===== src/rtl/hazard_scoreboard_unit_pkg.sv =====
// -----------------------------------------------------------------------------
// hazard_scoreboard_unit_pkg
// Shared constants for the hazard controller of the 5-stage core:
//   - RV32/RV64 major opcodes seen by the D-stage decoder
//   - result-source encoding used to recognise a load in E
//   - forwarding-mux select encodings (FWD_RF / FWD_W / FWD_M)
//   - opcode classification helpers (rs1 used, rs2 used, writes rd)
// -----------------------------------------------------------------------------
package hazard_scoreboard_unit_pkg;

  localparam int OP_BITS       = 7;
  localparam int RSLT_SRC_BITS = 2;
  localparam int DATA_BITS     = 32;
  localparam int FWD_BITS      = 2;

  typedef enum logic [OP_BITS-1:0] {
    OPC_LOAD      = 7'b0000011,
    OPC_OP_IMM    = 7'b0010011,
    OPC_AUIPC     = 7'b0010111,
    OPC_OP_IMM_32 = 7'b0011011,
    OPC_STORE     = 7'b0100011,
    OPC_OP        = 7'b0110011,
    OPC_LUI       = 7'b0110111,
    OPC_OP_32     = 7'b0111011,
    OPC_BRANCH    = 7'b1100011,
    OPC_JALR      = 7'b1100111,
    OPC_JAL       = 7'b1101111,
    OPC_SYSTEM    = 7'b1110011
  } opcode_e;

  // Result source selecting the data-memory read in W.
  localparam logic [RSLT_SRC_BITS-1:0] RSLT_SRC_LOAD = 2'b01;

  // Register x0.
  localparam int REG_ZERO = 0;

  typedef enum logic [FWD_BITS-1:0] {
    FWD_RF = 2'b00,
    FWD_W  = 2'b01,
    FWD_M  = 2'b10
  } fwd_sel_e;

  function automatic logic op_uses_rs1(input logic [OP_BITS-1:0] op);
    logic used;
    used = 1'b0;
    case (op)
      OPC_JALR, OPC_BRANCH, OPC_LOAD, OPC_STORE,
      OPC_OP_IMM, OPC_OP, OPC_OP_IMM_32, OPC_OP_32: used = 1'b1;
      default:                                      used = 1'b0;
    endcase
    return used;
  endfunction

  function automatic logic op_uses_rs2(input logic [OP_BITS-1:0] op);
    logic used;
    used = 1'b0;
    case (op)
      OPC_BRANCH, OPC_STORE, OPC_OP, OPC_OP_32: used = 1'b1;
      default:                                  used = 1'b0;
    endcase
    return used;
  endfunction

  // Opcodes that write rd; used for the WAW check against an outstanding MDU result.
  function automatic logic op_writes_rd(input logic [OP_BITS-1:0] op);
    logic wr;
    wr = 1'b0;
    case (op)
      OPC_LUI, OPC_AUIPC, OPC_JAL, OPC_JALR, OPC_LOAD,
      OPC_OP_IMM, OPC_OP, OPC_OP_IMM_32, OPC_OP_32, OPC_SYSTEM: wr = 1'b1;
      default:                                                  wr = 1'b0;
    endcase
    return wr;
  endfunction

endpackage


===== src/rtl/hazard_scoreboard_unit_reg_scoreboard.sv =====
// -----------------------------------------------------------------------------
// hazard_scoreboard_unit_reg_scoreboard
// Per-register pending bit vector for results still owed by the multi-cycle
// MUL/DIV unit, plus a busy flag for the unit itself.
// Ports:
//   i_clk, i_reset        clock, synchronous active-low reset
//   i_set, i_set_addr     mark a register pending (x0 is never marked)
//   i_clr, i_clr_addr     writeback of a pending register
//   i_busy_set/_clr       MDU issue / MDU completion
//   i_rd_addr[N_READ]     lookup addresses
//   o_pend_eff[N_READ]    pending and not written back in this same cycle
//   o_busy                an MDU op is outstanding
// -----------------------------------------------------------------------------
module hazard_scoreboard_unit_reg_scoreboard #(
  parameter int ADDR_BITS = 5,
  parameter int N_READ    = 3
) (
  input  logic                              i_clk,
  input  logic                              i_reset,
  input  logic                              i_set,
  input  logic [ADDR_BITS-1:0]              i_set_addr,
  input  logic                              i_clr,
  input  logic [ADDR_BITS-1:0]              i_clr_addr,
  input  logic                              i_busy_set,
  input  logic                              i_busy_clr,
  input  logic [N_READ-1:0][ADDR_BITS-1:0]  i_rd_addr,
  output logic [N_READ-1:0]                 o_pend_eff,
  output logic                              o_busy
);

  localparam int DEPTH = 2 ** ADDR_BITS;

  logic [DEPTH-1:0] r_sb;
  logic [DEPTH-1:0] w_sb_next;
  logic             r_busy;
  logic             w_busy_next;

  genvar gi;
  generate
    for (gi = 0; gi < DEPTH; gi++) begin : g_entry
      if (gi == 0) begin : g_zero
        // x0 never holds a pending result.
        assign w_sb_next[gi] = 1'b0;
      end else begin : g_bit
        logic w_set_hit;
        logic w_clr_hit;
        assign w_set_hit = i_set & (i_set_addr == ADDR_BITS'(gi));
        assign w_clr_hit = i_clr & (i_clr_addr == ADDR_BITS'(gi));
        // Set has priority: a new producer for the same register issued
        // in the cycle the old one writes back stays pending.
        assign w_sb_next[gi] = w_set_hit | (r_sb[gi] & ~w_clr_hit);
      end
    end

    for (gi = 0; gi < N_READ; gi++) begin : g_read
      // The register file is write-first, so a writeback in this cycle is
      // already visible to D and must not stall it.
      assign o_pend_eff[gi] = r_sb[i_rd_addr[gi]] &
                              ~(i_clr & (i_clr_addr == i_rd_addr[gi]));
    end
  endgenerate

  assign w_busy_next = i_busy_set | (r_busy & ~i_busy_clr);

  always_ff @(posedge i_clk) begin
    if (!i_reset) begin
      r_sb   <= '0;
      r_busy <= 1'b0;
    end else begin
      r_sb   <= w_sb_next;
      r_busy <= w_busy_next;
    end
  end

  assign o_busy = r_busy;

endmodule


===== src/rtl/hazard_scoreboard_unit.sv =====
// -----------------------------------------------------------------------------
// hazard_scoreboard_unit
// Hazard controller for the 5-stage core: load-use stall, MDU scoreboard
// stall, optional E-stage forwarding from M/W, branch-prediction check and
// saturating stall/flush performance counters.
// Parameters:
//   REG_ADDR_BITS  register address width
//   FORWARDING     1: forward from M/W; 0: stall D while a producer is in E/M
//   CNT_BITS       performance counter width (saturating)
// Ports:
//   i_clk, i_reset                 clock, synchronous active-low reset
//   i_opD, i_mduOpD                D-stage opcode / D holds an MDU op
//   i_readRegister1D/2D, i_writeRegD, i_readRegister1E/2E, i_writeRegE,
//   i_writeRegM, i_writeRegW       register addresses per stage
//   i_regWriteE/M/W                stage writes its destination
//   i_resultSrcE, i_csrrs          E-stage result source / E is CSRRS
//   i_PCD, i_PCNextE, i_bubble     prediction check inputs
//   i_mduIssueE, i_mduDoneW, i_mduRdW  MDU issue / writeback
//   o_PCSrc, o_stallF, o_stallD, o_flushD, o_flushE  pipeline control
//   o_forwardAE, o_forwardBE       forwarding selects (00 RF, 01 W, 10 M)
//   o_mduBusy                      MDU op outstanding
//   o_stallCount, o_flushCount     performance counters
// -----------------------------------------------------------------------------
module hazard_scoreboard_unit
  import hazard_scoreboard_unit_pkg::*;
#(
  parameter int REG_ADDR_BITS = 5,
  parameter int FORWARDING    = 1,
  parameter int CNT_BITS      = 32
) (
  input  logic                     i_clk,
  input  logic                     i_reset,
  input  logic [OP_BITS-1:0]       i_opD,
  input  logic                     i_mduOpD,
  input  logic [REG_ADDR_BITS-1:0] i_readRegister1D,
  input  logic [REG_ADDR_BITS-1:0] i_readRegister2D,
  input  logic [REG_ADDR_BITS-1:0] i_writeRegD,
  input  logic [REG_ADDR_BITS-1:0] i_readRegister1E,
  input  logic [REG_ADDR_BITS-1:0] i_readRegister2E,
  input  logic [REG_ADDR_BITS-1:0] i_writeRegE,
  input  logic [REG_ADDR_BITS-1:0] i_writeRegM,
  input  logic [REG_ADDR_BITS-1:0] i_writeRegW,
  input  logic                     i_regWriteE,
  input  logic                     i_regWriteM,
  input  logic                     i_regWriteW,
  input  logic [RSLT_SRC_BITS-1:0] i_resultSrcE,
  input  logic                     i_csrrs,
  input  logic [DATA_BITS-1:0]     i_PCD,
  input  logic [DATA_BITS-1:0]     i_PCNextE,
  input  logic                     i_bubble,
  input  logic                     i_mduIssueE,
  input  logic                     i_mduDoneW,
  input  logic [REG_ADDR_BITS-1:0] i_mduRdW,
  output logic                     o_PCSrc,
  output logic                     o_stallF,
  output logic                     o_stallD,
  output logic                     o_flushD,
  output logic                     o_flushE,
  output logic [FWD_BITS-1:0]      o_forwardAE,
  output logic [FWD_BITS-1:0]      o_forwardBE,
  output logic                     o_mduBusy,
  output logic [CNT_BITS-1:0]      o_stallCount,
  output logic [CNT_BITS-1:0]      o_flushCount
);

  localparam logic FWD_EN = (FORWARDING != 0);

  // ---------------------------------------------------------------------------
  // D-stage operand classification
  // ---------------------------------------------------------------------------
  logic w_reg_write_d;
  logic [1:0]                    w_rs_used;
  logic [1:0][REG_ADDR_BITS-1:0] w_rs_d;
  logic [1:0][REG_ADDR_BITS-1:0] w_rs_e;

  assign w_reg_write_d = op_writes_rd(i_opD);
  assign w_rs_used     = {op_uses_rs2(i_opD), op_uses_rs1(i_opD)};
  assign w_rs_d        = {i_readRegister2D, i_readRegister1D};
  assign w_rs_e        = {i_readRegister2E, i_readRegister1E};

  // ---------------------------------------------------------------------------
  // MDU scoreboard: lookups 0/1 = rs1D/rs2D, 2 = rdD (WAW)
  // ---------------------------------------------------------------------------
  logic [2:0]                    w_pend_eff;
  logic [2:0][REG_ADDR_BITS-1:0] w_sb_rd_addr;
  logic                          w_mdu_busy;
  logic                          w_sb_set;

  assign w_sb_rd_addr = {i_writeRegD, i_readRegister2D, i_readRegister1D};
  assign w_sb_set     = i_mduIssueE & (i_writeRegE != REG_ADDR_BITS'(REG_ZERO));

  hazard_scoreboard_unit_reg_scoreboard #(
    .ADDR_BITS (REG_ADDR_BITS),
    .N_READ    (3)
  ) u_reg_scoreboard (
    .i_clk      (i_clk),
    .i_reset    (i_reset),
    .i_set      (w_sb_set),
    .i_set_addr (i_writeRegE),
    .i_clr      (i_mduDoneW),
    .i_clr_addr (i_mduRdW),
    .i_busy_set (i_mduIssueE),
    .i_busy_clr (i_mduDoneW),
    .i_rd_addr  (w_sb_rd_addr),
    .o_pend_eff (w_pend_eff),
    .o_busy     (w_mdu_busy)
  );

  logic w_sb_stall;
  // A second MDU op waits for the unit, except in the cycle the unit retires.
  assign w_sb_stall = (w_rs_used[0] & w_pend_eff[0]) |
                      (w_rs_used[1] & w_pend_eff[1]) |
                      (w_reg_write_d & w_pend_eff[2]) |
                      (i_mduOpD & w_mdu_busy & ~i_mduDoneW);

  // ---------------------------------------------------------------------------
  // Per-operand dependency and forwarding logic
  // ---------------------------------------------------------------------------
  logic [1:0] w_hit_e;        // used D source matches rdE (rdE != 0)
  logic [1:0] w_live_hit;     // used D source matches a writing E or M
  logic [1:0] w_fwd_m;
  logic [1:0] w_fwd_w;
  logic [1:0][FWD_BITS-1:0] w_fwd_sel;

  genvar gi;
  generate
    for (gi = 0; gi < 2; gi++) begin : g_src
      logic w_rs_d_nz;
      logic w_rs_e_nz;
      assign w_rs_d_nz = (w_rs_d[gi] != REG_ADDR_BITS'(REG_ZERO));
      assign w_rs_e_nz = (w_rs_e[gi] != REG_ADDR_BITS'(REG_ZERO));

      assign w_hit_e[gi]    = w_rs_used[gi] & w_rs_d_nz & (w_rs_d[gi] == i_writeRegE);
      assign w_live_hit[gi] = w_rs_used[gi] & w_rs_d_nz &
                              ((i_regWriteE & (w_rs_d[gi] == i_writeRegE)) |
                               (i_regWriteM & (w_rs_d[gi] == i_writeRegM)));

      assign w_fwd_m[gi] = i_regWriteM & w_rs_e_nz & (w_rs_e[gi] == i_writeRegM);
      assign w_fwd_w[gi] = i_regWriteW & w_rs_e_nz & (w_rs_e[gi] == i_writeRegW);
      // M is the younger producer and wins over W.
      assign w_fwd_sel[gi] = w_fwd_m[gi] ? FWD_M : (w_fwd_w[gi] ? FWD_W : FWD_RF);
    end
  endgenerate

  logic w_load_stall;
  logic w_nofwd_stall;

  assign w_load_stall  = FWD_EN & (i_resultSrcE == RSLT_SRC_LOAD) & (|w_hit_e);
  // Without forwarding the producer must reach W, where the write-first RF
  // supplies the value; the rs2 term is ignored while E holds CSRRS.
  assign w_nofwd_stall = ~FWD_EN & (w_live_hit[0] | (w_live_hit[1] & ~i_csrrs));

  assign o_forwardAE = FWD_EN ? w_fwd_sel[0] : FWD_RF;
  assign o_forwardBE = (FWD_EN & ~i_csrrs) ? w_fwd_sel[1] : FWD_RF;

  // ---------------------------------------------------------------------------
  // Prediction check and stall/flush control
  // ---------------------------------------------------------------------------
  logic w_valid_pred;
  logic w_stall;
  logic w_stall_d;
  logic w_flush_d;

  assign w_valid_pred = (i_PCD == i_PCNextE) | i_bubble;
  assign w_stall      = w_load_stall | w_nofwd_stall | w_sb_stall;
  // A misprediction discards D anyway, so it overrides any stall.
  assign w_stall_d    = w_stall & w_valid_pred;
  assign w_flush_d    = ~w_valid_pred;

  assign o_PCSrc   = w_valid_pred;
  assign o_stallF  = w_stall_d;
  assign o_stallD  = w_stall_d;
  assign o_flushD  = w_flush_d;
  assign o_flushE  = w_stall | ~w_valid_pred;
  assign o_mduBusy = w_mdu_busy;

  // ---------------------------------------------------------------------------
  // Saturating performance counters: 0 = stall cycles, 1 = flush cycles
  // ---------------------------------------------------------------------------
  logic [1:0]               w_cnt_inc;
  logic [1:0][CNT_BITS-1:0] w_count;

  assign w_cnt_inc = {w_flush_d, w_stall_d};

  generate
    for (gi = 0; gi < 2; gi++) begin : g_cnt
      logic [CNT_BITS-1:0] r_count;
      logic [CNT_BITS-1:0] w_count_next;

      always_comb begin
        w_count_next = r_count;
        if (w_cnt_inc[gi] && (r_count != {CNT_BITS{1'b1}})) begin
          w_count_next = r_count + CNT_BITS'(1);
        end
      end

      always_ff @(posedge i_clk) begin
        if (!i_reset) begin
          r_count <= '0;
        end else begin
          r_count <= w_count_next;
        end
      end

      assign w_count[gi] = r_count;
    end
  endgenerate

  assign o_stallCount = w_count[0];
  assign o_flushCount = w_count[1];

endmodule

===== config.mk =====
export PLATFORM = sky130hd
export DESIGN_NAME = hazard_scoreboard_unit
export DESIGN_NICKNAME = d
export VERILOG_FILES = /design/src/rtl/hazard_scoreboard_unit_pkg.sv /design/src/rtl/hazard_scoreboard_unit_reg_scoreboard.sv /design/src/rtl/hazard_scoreboard_unit.sv
export SDC_FILE = /design/constraint.sdc
export NUM_CORES = 1
export LEC_CHECK = 0
export CAP_MARGIN = 20
export CORE_AREA = 2 2 125 127
export DETAILED_ROUTE_END_ITERATION = 12
export DIE_AREA = 0 0 127 129
export PLACE_DENSITY = 0.77
export SLEW_MARGIN = 30
export SYNTH_ARGS = -nofsm -noshare
export SYNTH_HDL_FRONTEND = slang
export SYNTH_SLANG_ARGS = --single-unit

===== constraint.sdc =====
create_clock -name i_clk -period 3.2 [get_ports i_clk]
set_input_delay 0.64 -clock i_clk [delete_from_list [all_inputs] [get_ports i_clk]]
set_output_delay 0.64 -clock i_clk [all_outputs]
set_load 0.05 [all_outputs]

; Yosys cells after proc, flatten, opt, wreduce, memory -nomap -nowiden
; Index checks and enable logic that the tools add are counted.
[totals]
word_cells = 316
reg_bits = 97
output_inout_bits = 74
inputBits = 128
[classes]
n_lt_le_gt_ge = 3
eq_ne = 87
n_addsub = 2
bitwise = 194
reduce_logical = 11
mux = 14
[op_table]
columns = cell, n
row1 = equality test 5 bit (second input constant), 32
row2 = AND 1 bit, 120
row3 = equality test 5 x 4 -> 1 bit (second input constant), 16
row4 = adder 32 x 1 -> 32 bit (second input constant), 2
row5 = != test 32 bit (second input constant), 2
row6 = equality test 5 bit, 9
row7 = equality test 5 x 3 -> 1 bit (second input constant), 8
row8 = OR 1 bit, 38
row9 = inverter 1 bit, 36
row10 = equality test 32 bit, 1
row11 = equality test 7 x 6 -> 1 bit (second input constant), 4
row12 = equality test 7 bit (second input constant), 4
row13 = nonzero test 5 bit, 5
row14 = equality test 7 x 5 -> 1 bit (second input constant), 3
row15 = equality test 5 x 2 -> 1 bit (second input constant), 4
row16 = less-than comparator 5 x 6 -> 1 bit (second input constant), 3
row17 = binary-select mux 1 bit (select 5 bit), 3
row18 = equality test 5 x 1 -> 1 bit (second input constant), 2
row19 = OR reduction 10 bit, 1
row20 = two-way mux 1 bit, 8
row21 = OR reduction 8 bit, 1
row22 = equality test 7 x 2 -> 1 bit (second input constant), 1
row23 = two-way mux 2 bit, 3
row24 = OR reduction 4 bit, 1
row25 = other kinds (3), 4

; Longest topological paths before layout
; Gate-level depths: netlist of the first run.
[depth]
depth_word = 11
depth_mapped = 11
ltp_nobuf = 9

; Cells and area by module
; From an unflattened synthesis of the first run, not the netlist that was laid out.
[hier_totals]
hier_cells = 803
area_unflattened_um2 = 6731.5
[modules_own_cells]
columns = module, cells_per_inst, seq_area_each_um2, area_each_um2, n_inst
row1 = hazard_scoreboard_unit, 528, 1281.2, 4232.8, 1
row2 = hazard_scoreboard_unit_reg_scoreboard, 275, 640.6, 2498.6, 1

; Worst setup path before layout of the first run
; Ideal clock, no wire load.
[synth_path]
path_type = input to output
from = input port i_readRegister1E[1]
to = output port o_forwardAE[0]
required_time_ns = 2.560
stages = 4
t_arrival_ns = 3.114
path_buffers = 0
path_slack_ns = -0.554
path_cell_list = or4_1 > nor2_1 > nor4_1 > nor4_1
[synth_between]
elab_chain_cells = 5
[synth_lines]
columns = element, line_no
row1 = "start, declared", hazard_scoreboard_unit.sv:38  ; input logic [REG_ADDR_BITS-1:0] i_readRegister1E,
row2 = nonzero test 5 bit, hazard_scoreboard_unit.sv:131  ; assign w_rs_e_nz = (w_rs_e[gi] != REG_ADDR_BITS'(REG_ZERO));
row3 = AND 1 bit (2 in series), hazard_scoreboard_unit.sv:139  ; assign w_fwd_w[gi] = i_regWriteW & w_rs_e_nz & (w_rs_e[gi] == i_writeRegW);
row4 = two-way mux 1 bit, hazard_scoreboard_unit.sv:141  ; assign w_fwd_sel[gi] = w_fwd_m[gi] ? FWD_M : (w_fwd_w[gi] ? FWD_W : FWD_RF);
row5 = two-way mux 2 bit (*), hazard_scoreboard_unit.sv:141
row6 = "end, declared", hazard_scoreboard_unit.sv:59  ; output logic [FWD_BITS-1:0] o_forwardAE,
; Mark *: on every way between the ends. The rest lies on a longest branch, timed or not.

; Worst setup path in the final report of the first run
[layout_path]
from = input port i_readRegister2D[0]
to = output port o_stallF
[layout_between]
elab_chain_cells = 10
[layout_lines]
columns = element, line_no
row1 = "start, declared", hazard_scoreboard_unit.sv:36  ; input logic [REG_ADDR_BITS-1:0] i_readRegister2D,
row2 = branches (longest 8 deep; another with binary-select mux 1 bit (select 5 bit)), n/a
row3 = OR 1 bit (*), hazard_scoreboard_unit.sv:165  ; assign w_stall = w_load_stall | w_nofwd_stall | w_sb_stall;
row4 = AND 1 bit (*), hazard_scoreboard_unit.sv:167  ; assign w_stall_d = w_stall & w_valid_pred;
row5 = "end, declared", hazard_scoreboard_unit.sv:55  ; output logic o_stallF,
; Mark *: on every way between the ends. The select of a mux whose other input is x is not followed.

==> results of run 1 <==
-- flip-flops by register name, summed over array words and instances (netlist names) --
| name | cells |
|---|---|
| o_flushCount | 32 |
| o_stallCount | 32 |
| u_reg_scoreboard.r_sb | 31 |
| u_reg_scoreboard.o_busy | 1 |
-- per-stage QoR --
step	setup slack (ns)	utilization	hold WS (ns)	std cells
final	-0.257	0.634	0.488	1204
after global routing	-0.356	0.634	0.513	1204
after CTS	-0.283	0.625	0.489	1202
after detailed placement	-0.895	0.598	0.479	1180
after global placement	-0.861	0.598	0.468	1180
after floorplan	-0.169	-	0.469	767
-- layout make-up --
type	instances	area (um^2)	share of cell area
clock buffers	10	229	0.0241
clock inverters	6	45.0	0.00474
inverters	14	53.8	0.00566
multi-input cells	616	4310	0.453
flip-flops and latches	96	1920	0.202
well taps	188	235	0.0248
repair buffers	274	2710	0.285
-- power by group through the flow --
stage | sequential, mW | clock [mW] | combinational [mW]
after global placement | 1.24 | 0 | 0.574
final | 1.21 | 1.01 | 0.612
after detailed placement | 1.24 | 0 | 0.580
after CTS | 1.21 | 1.02 | 0.598
after global routing | 1.21 | 1.08 | 0.656
after floorplan | 1.25 | 0 | 0.262
-- worst max-delay path by stage --
| stage | startpoint | endpoint | slack, ns |
|---|---|---|---|
| 2_1_floorplan | i_readRegister2D[0] | o_stallF | -0.17 |
| 4_1_cts | i_readRegister2D[0] | o_stallF | -0.28 |
| 3_5_place_dp | i_readRegister2D[0] | o_stallF | -0.90 |
| 5_1_grt | i_readRegister2D[0] | o_stallF | -0.36 |
| 3_3_place_gp | i_readRegister2D[0] | o_stallD | -0.86 |
| 6_report | i_readRegister2D[0] | o_stallF | -0.26 |
-- cells in the final DEF (no fill, tap or decap), drive strengths merged, types with 15 or more instances in the layout --
cell / netlist / layout
a21oi: 47 / 47
xor2: 35 / 35
nand2: 83 / 83
clkdlybuf4s50: 0 / 165
mux4: 17 / 17
nor4: 15 / 15
buf: 15 / 84
nand2b: 16 / 16
xnor2: 76 / 76
nor2: 61 / 61
nand4: 31 / 31
dfxtp: 96 / 96
nor2b: 17 / 17
mux2i: 26 / 26
nor3: 18 / 18
nand3: 32 / 32
o21ai: 43 / 43
-- repair_timing --
action | CTS | global route
setup buffers | 5 | 3
resized for setup | 41 | 37
gates cloned | 1 | 0
endpoints found under the setup margin | 35 | 21
pin swaps | 9 | 10
-- cell families after synthesis --
group                      synth area share
buffers and inverters                0.0376
xor gates and xnor gates              0.154
DFF                                   0.304
muxes                                 0.110
AOI/OAI and AO/OA                     0.112
adders and majority gates           0.00396
and+or+nand+nor                       0.278
-- critical path, cell delays in order --
cell and delay, ns:
buf_12 0.09, mux4_2 0.49, mux4_2 0.48, o2111a_1 0.16, a2111oi_4 0.26, o211ai_1 0.19
buf_4 0.20, and2_4 0.16, buf_8 0.15
-- routing by layer --
metal | vias to the layer above | track usage
li1 | 3225 | -
met1 | 3102 | 0.293
met2 | 302 | 0.416
met3 | 38 | 0.0611
met4 | 2 | 0.0944
met5 | - | 0
==> run summary, run 1 <==
clk_lat worst skew = 0.35 ns
Netlist cell types = 59
DR top layer = met5
largest net degree at the start of global routing = 48
clk slew on worst S/H paths = 0.07 ns
Synth top cells by count = dfxtp_1, nand2_1, xnor2_1, nor2_1, a21oi_1
Detailed Route WL = 19800 um
startpoint of the worst hold path = o_stallCount[23]
H-tree levels = 3
number of max-cap violations = 0
Synth Flop Type = dfxtp_1
outcome = finished, violations left
leading post-synthesis cells by cell area = dfxtp_1, xnor2_1, mux4_2, nand2_1, xor2_1
final setup violation count = 3
Initial DRT Pass Iterations = 5
Final HPWL DP = 15000 um
reg2reg end = o_stallCount[17]
Crit Path Max Fanout = 5
failing checks = setup timing
post-synth top area share = 0.304
Finished Cell Area = 9500 um^2
Fill cells = 1286
FP Rows = 45
Power Total = 2.84 mW
Req. time, crit path = 2.56 ns
sequential area share after synthesis = 0.304
Slew Limit Fails = 0
Die ar. = 16400 um^2
io pins = 202
RR Startpoint = u_reg_scoreboard.r_sb[28]
Register-to-Register Path Depth = 12
Syn Nets = 897
Cell Area, Synth = 6320 um^2
GRT Util Overall = 0.242
ant diodes = 0
Synth Area per Inst = 8.24 um^2
Pwr Density = 299 nW/um^2
share of cells above drive strength 1 = 0.152
Static Leak = 3.42 nW
switching share of power = 0.270
Hold Fails Final Rpt = 0
RSZ-0062 raised after global routing = true
Die Wd = 127 um
initial antenna violation count = 1
routed len/inst = 16.4 um
Async SR Flop Fraction = 0
Synth warnings = 0
via count = 6669
number of global-route vias before repair = 6471
Tcrit/Tclk final = 1.08
Port-buffer cells = 200
Worst Setup End Kind = output pin
Area after DPL = 8960 um^2
slack of the worst reg-to-reg path = 0.17 ns
Vias/cell = 5.54
Mapped Cells = 767
internal power = 2.07 mW
met2 routed wirelength = 9630 um
Peak VDD IR = 242 uV
grt total ovfl = 0
DRC = 0
Least-Margin Pin Slew = 0.693 ns
Synth Register Bits = 96
Cells on Worst Hold Path = 2
Initial Utilization = 0.422
Core Region = 15000 um^2
met3 routed WL = 1730 um
Vert. Die Dim = 129 um
hold path endpoint = o_stallCount[23]
Worst Skew = 0.00825 ns
Final TNS setup = -0.741 ns
setup ws final = -0.257 ns
area leader, netlist = dfxtp_1
Clk pwr share = 0.356
most common cell in the netlist = dfxtp_1
Worst slew margin = 0.534
Data arrival, critical path = 2.82 ns
Psw = 766 uW
Max Clock Freq = 289 MHz
CTS Buffer Depth = 2
category of the worst setup path launch point = input pin
part of the power in registers = 0.428
CTS tree = yes
clk root buf = clkbuf_16
first-pass GRT wire length = 31900 um
initial drt markers = 327
Combinational Power Share = 0.216
P&R area growth vs syn = 50.3%
CTS buffer count = 9
met1 wire length = 7900 um
Period minus WS final = 3.46 ns
Tightest Hold Check Type = reg -> reg
hold_buf cts = 0
final antenna-violating net count = 0
Sinks on Clock Net = 96
EDFF count, synth = 0
Setup CP Type = in -> out
GPL Wtd Cong = 0.912
final net count = 1141
Note: power is estimated with default switching activity, not from simulation.
==> inputs of run 2 (changes only) <==
Settings changed: CTS_CLUSTER_SIZE set to 16.
==> results of run 2 <==
No change in the layout: final DEF, timing and power equal those of run 1.
==> inputs of run 3 (changes only) <==
--- a/constraint.sdc
+++ b/constraint.sdc
@@ -3,2 +3,2 @@
 set_output_delay 0.64 -clock i_clk [all_outputs]
-set_load 0.05 [all_outputs]
+set_load 0.005 [all_outputs]
==> run summary, run 3 (synthesis gave the netlist of run 1 again) <==
Fill cells = 1256
Tcrit/Tclk final = 1.05
Sinks on Clock Net = 96
setup ws final = -0.164 ns
slack of the worst reg-to-reg path = 0.22 ns
switching share of power = 0.246
RSZ-0062 raised after global routing = true
Peak VDD IR = 241 uV
CTS buffer count = 9
CP Launch Point = i_readRegister2D[0]
hold_buf cts = 0
category of the worst setup path launch point = input pin
io pins = 202
number of max-cap violations = 0
outcome = finished, violations left
Final TNS setup = -0.476 ns
GR Layer Usage met3 = 0.0511
number of global-route vias before repair = 6468
GR Util met2 = 0.430
DRC = 0
Register-to-Register Path Depth = 11
Data arrival, critical path = 2.72 ns
Die ar. = 16400 um^2
via count = 6814
Setup CP Type = in -> out
Max Clock Freq = 297 MHz
commonest non-fill, non-tap cell in the layout = clkdlybuf4s50_1
share of cells above drive strength 1 = 0.166
Port-buffer cells = 200
final net count = 1167
post-layout util = 0.645
most frequent cells in the layout = clkdlybuf4s50_1, dfxtp_1, buf_4, nand2_1, xnor2_1
Worst Setup End Kind = output pin
Psw = 726 uW
ant diodes = 0
Setup crit end = o_stallD
Period minus WS final = 3.36 ns
register area = 1920 um^2
M1 GR Usage = 0.295
Die Wd = 127 um
Multi-input gate area = 4290 um^2
part of the power in registers = 0.411
initial drt markers = 364
pre-CTS setup slack = -1.16 ns
Tightest Hold Check Type = reg -> reg
routed len/inst = 16.8 um
failing checks = setup timing
Hold Fails Final Rpt = 0
Crit Path Max Fanout = 5
RR Startpoint = u_reg_scoreboard.r_sb[28]
Static Leak = 3.57 nW
gr busiest metal = met2
first-pass GRT wire length = 32200 um
Pwr Density = 305 nW/um^2
Core Region = 15000 um^2
Final HPWL DP = 15700 um
Finished Cell Area = 9660 um^2
largest net degree at the start of global routing = 82
reg2reg end = o_stallCount[17]
Vert. Die Dim = 129 um
Final Non-Filler Cells = 1229
Worst Skew = 0.00708 ns
Slew Limit Fails = 0
Cell Count Post-Placement = 1202
initial antenna violation count = 0
Clk pwr share = 0.385
CTS Buffer Depth = 2
Detailed Route WL = 20700 um
clk root buf = clkbuf_16
Initial Utilization = 0.422
Vias/cell = 5.54
Worst slew margin = 0.409
Least-Margin Pin Slew = 0.887 ns
P&R area growth vs syn = 52.8%
H-tree levels = 3
Initial DRT Pass Iterations = 5
Combinational Power Share = 0.203
GPL Wtd Cong = 0.973
final setup violation count = 3
clk slew on worst S/H paths = 0.07 ns
grt total ovfl = 0
clk_lat worst skew = 0.34 ns
Req. time, crit path = 2.56 ns
CTS tree = yes
internal power = 2.22 mW
Area after DPL = 9050 um^2
GRT Util Overall = 0.243
FP Rows = 45
final antenna-violating net count = 0
## run 3: changes by cell type in the layout (fill, tap and decap cells not counted), sizes merged
cell | before | now
buf | 84 | 105
clkdlybuf4s50 | 165 | 170
inv | 14 | 13
clkinvlp | 3 | 2
bufbuf | 1 | 0
dlymetal6s2s | 14 | 17
bufinv | 0 | 2
dlygate4sd2 | 8 | 6
clkbuf | 12 | 11
## run 3: how the worst min path moves through the flow
stage                           startpoint          endpoint  slack (ns)  cells after the start
after floorplan           o_stallCount[23]  o_stallCount[23]        0.47                      2
after global placement    o_stallCount[23]  o_stallCount[23]        0.47                      2
after detailed placement  o_stallCount[31]  o_stallCount[31]        0.48                      2
after CTS                 o_stallCount[23]  o_stallCount[23]        0.49                      2
after global routing      o_stallCount[23]  o_stallCount[23]        0.52                      2
final                     o_stallCount[23]  o_stallCount[23]        0.49                      2
## run 3: per-stage QoR
stage | power, mW | hold slack [ns]
6_report | 2.95 | 0.486
5_1_grt | 3.04 | 0.516
4_1_cts | 2.93 | 0.489
3_5_place_dp | 1.80 | 0.483
3_3_place_gp | 1.79 | 0.469
2_1_floorplan | 1.48 | 0.467
## run 3: metal layers
metal,up-vias,wire length (um)
li1,3285,-
met1,3229,8180
met2,279,10600
met3,21,1590
met4,0,364
met5,-,0
## run 3: power groups by stage
stage               Sequential [mW]  Combinational [mW]  Clock, mW
floorplan                      1.24               0.242          0
global placement               1.24               0.554          0
detailed placement             1.24               0.561          0
CTS                            1.21               0.573       1.15
global route                   1.21               0.643       1.19
finish                         1.21               0.600       1.14
## run 3: timing repair
action	in CTS	in global routing
resized for setup	54	50
pin swaps	7	13
endpoints found under the setup margin	39	25
setup buffers	3	6
cloned	2	1
## run 3: cell type report
cell class	count	area share
clock buffer	9	0.0233
clock inverter	6	0.00881
inverter	14	0.00557
multi-input combinational	616	0.444
sequential	96	0.199
tap	188	0.0244
timing repair buffer	300	0.295
## run 3: critical path, cell delays in order
cell       delay, ns
buf_12          0.09
mux4_2          0.52
mux4_2          0.49
o2111a_1        0.14
a2111oi_2       0.20
o211ai_1        0.19
buf_4           0.20
and2_4          0.15
buf_6           0.11
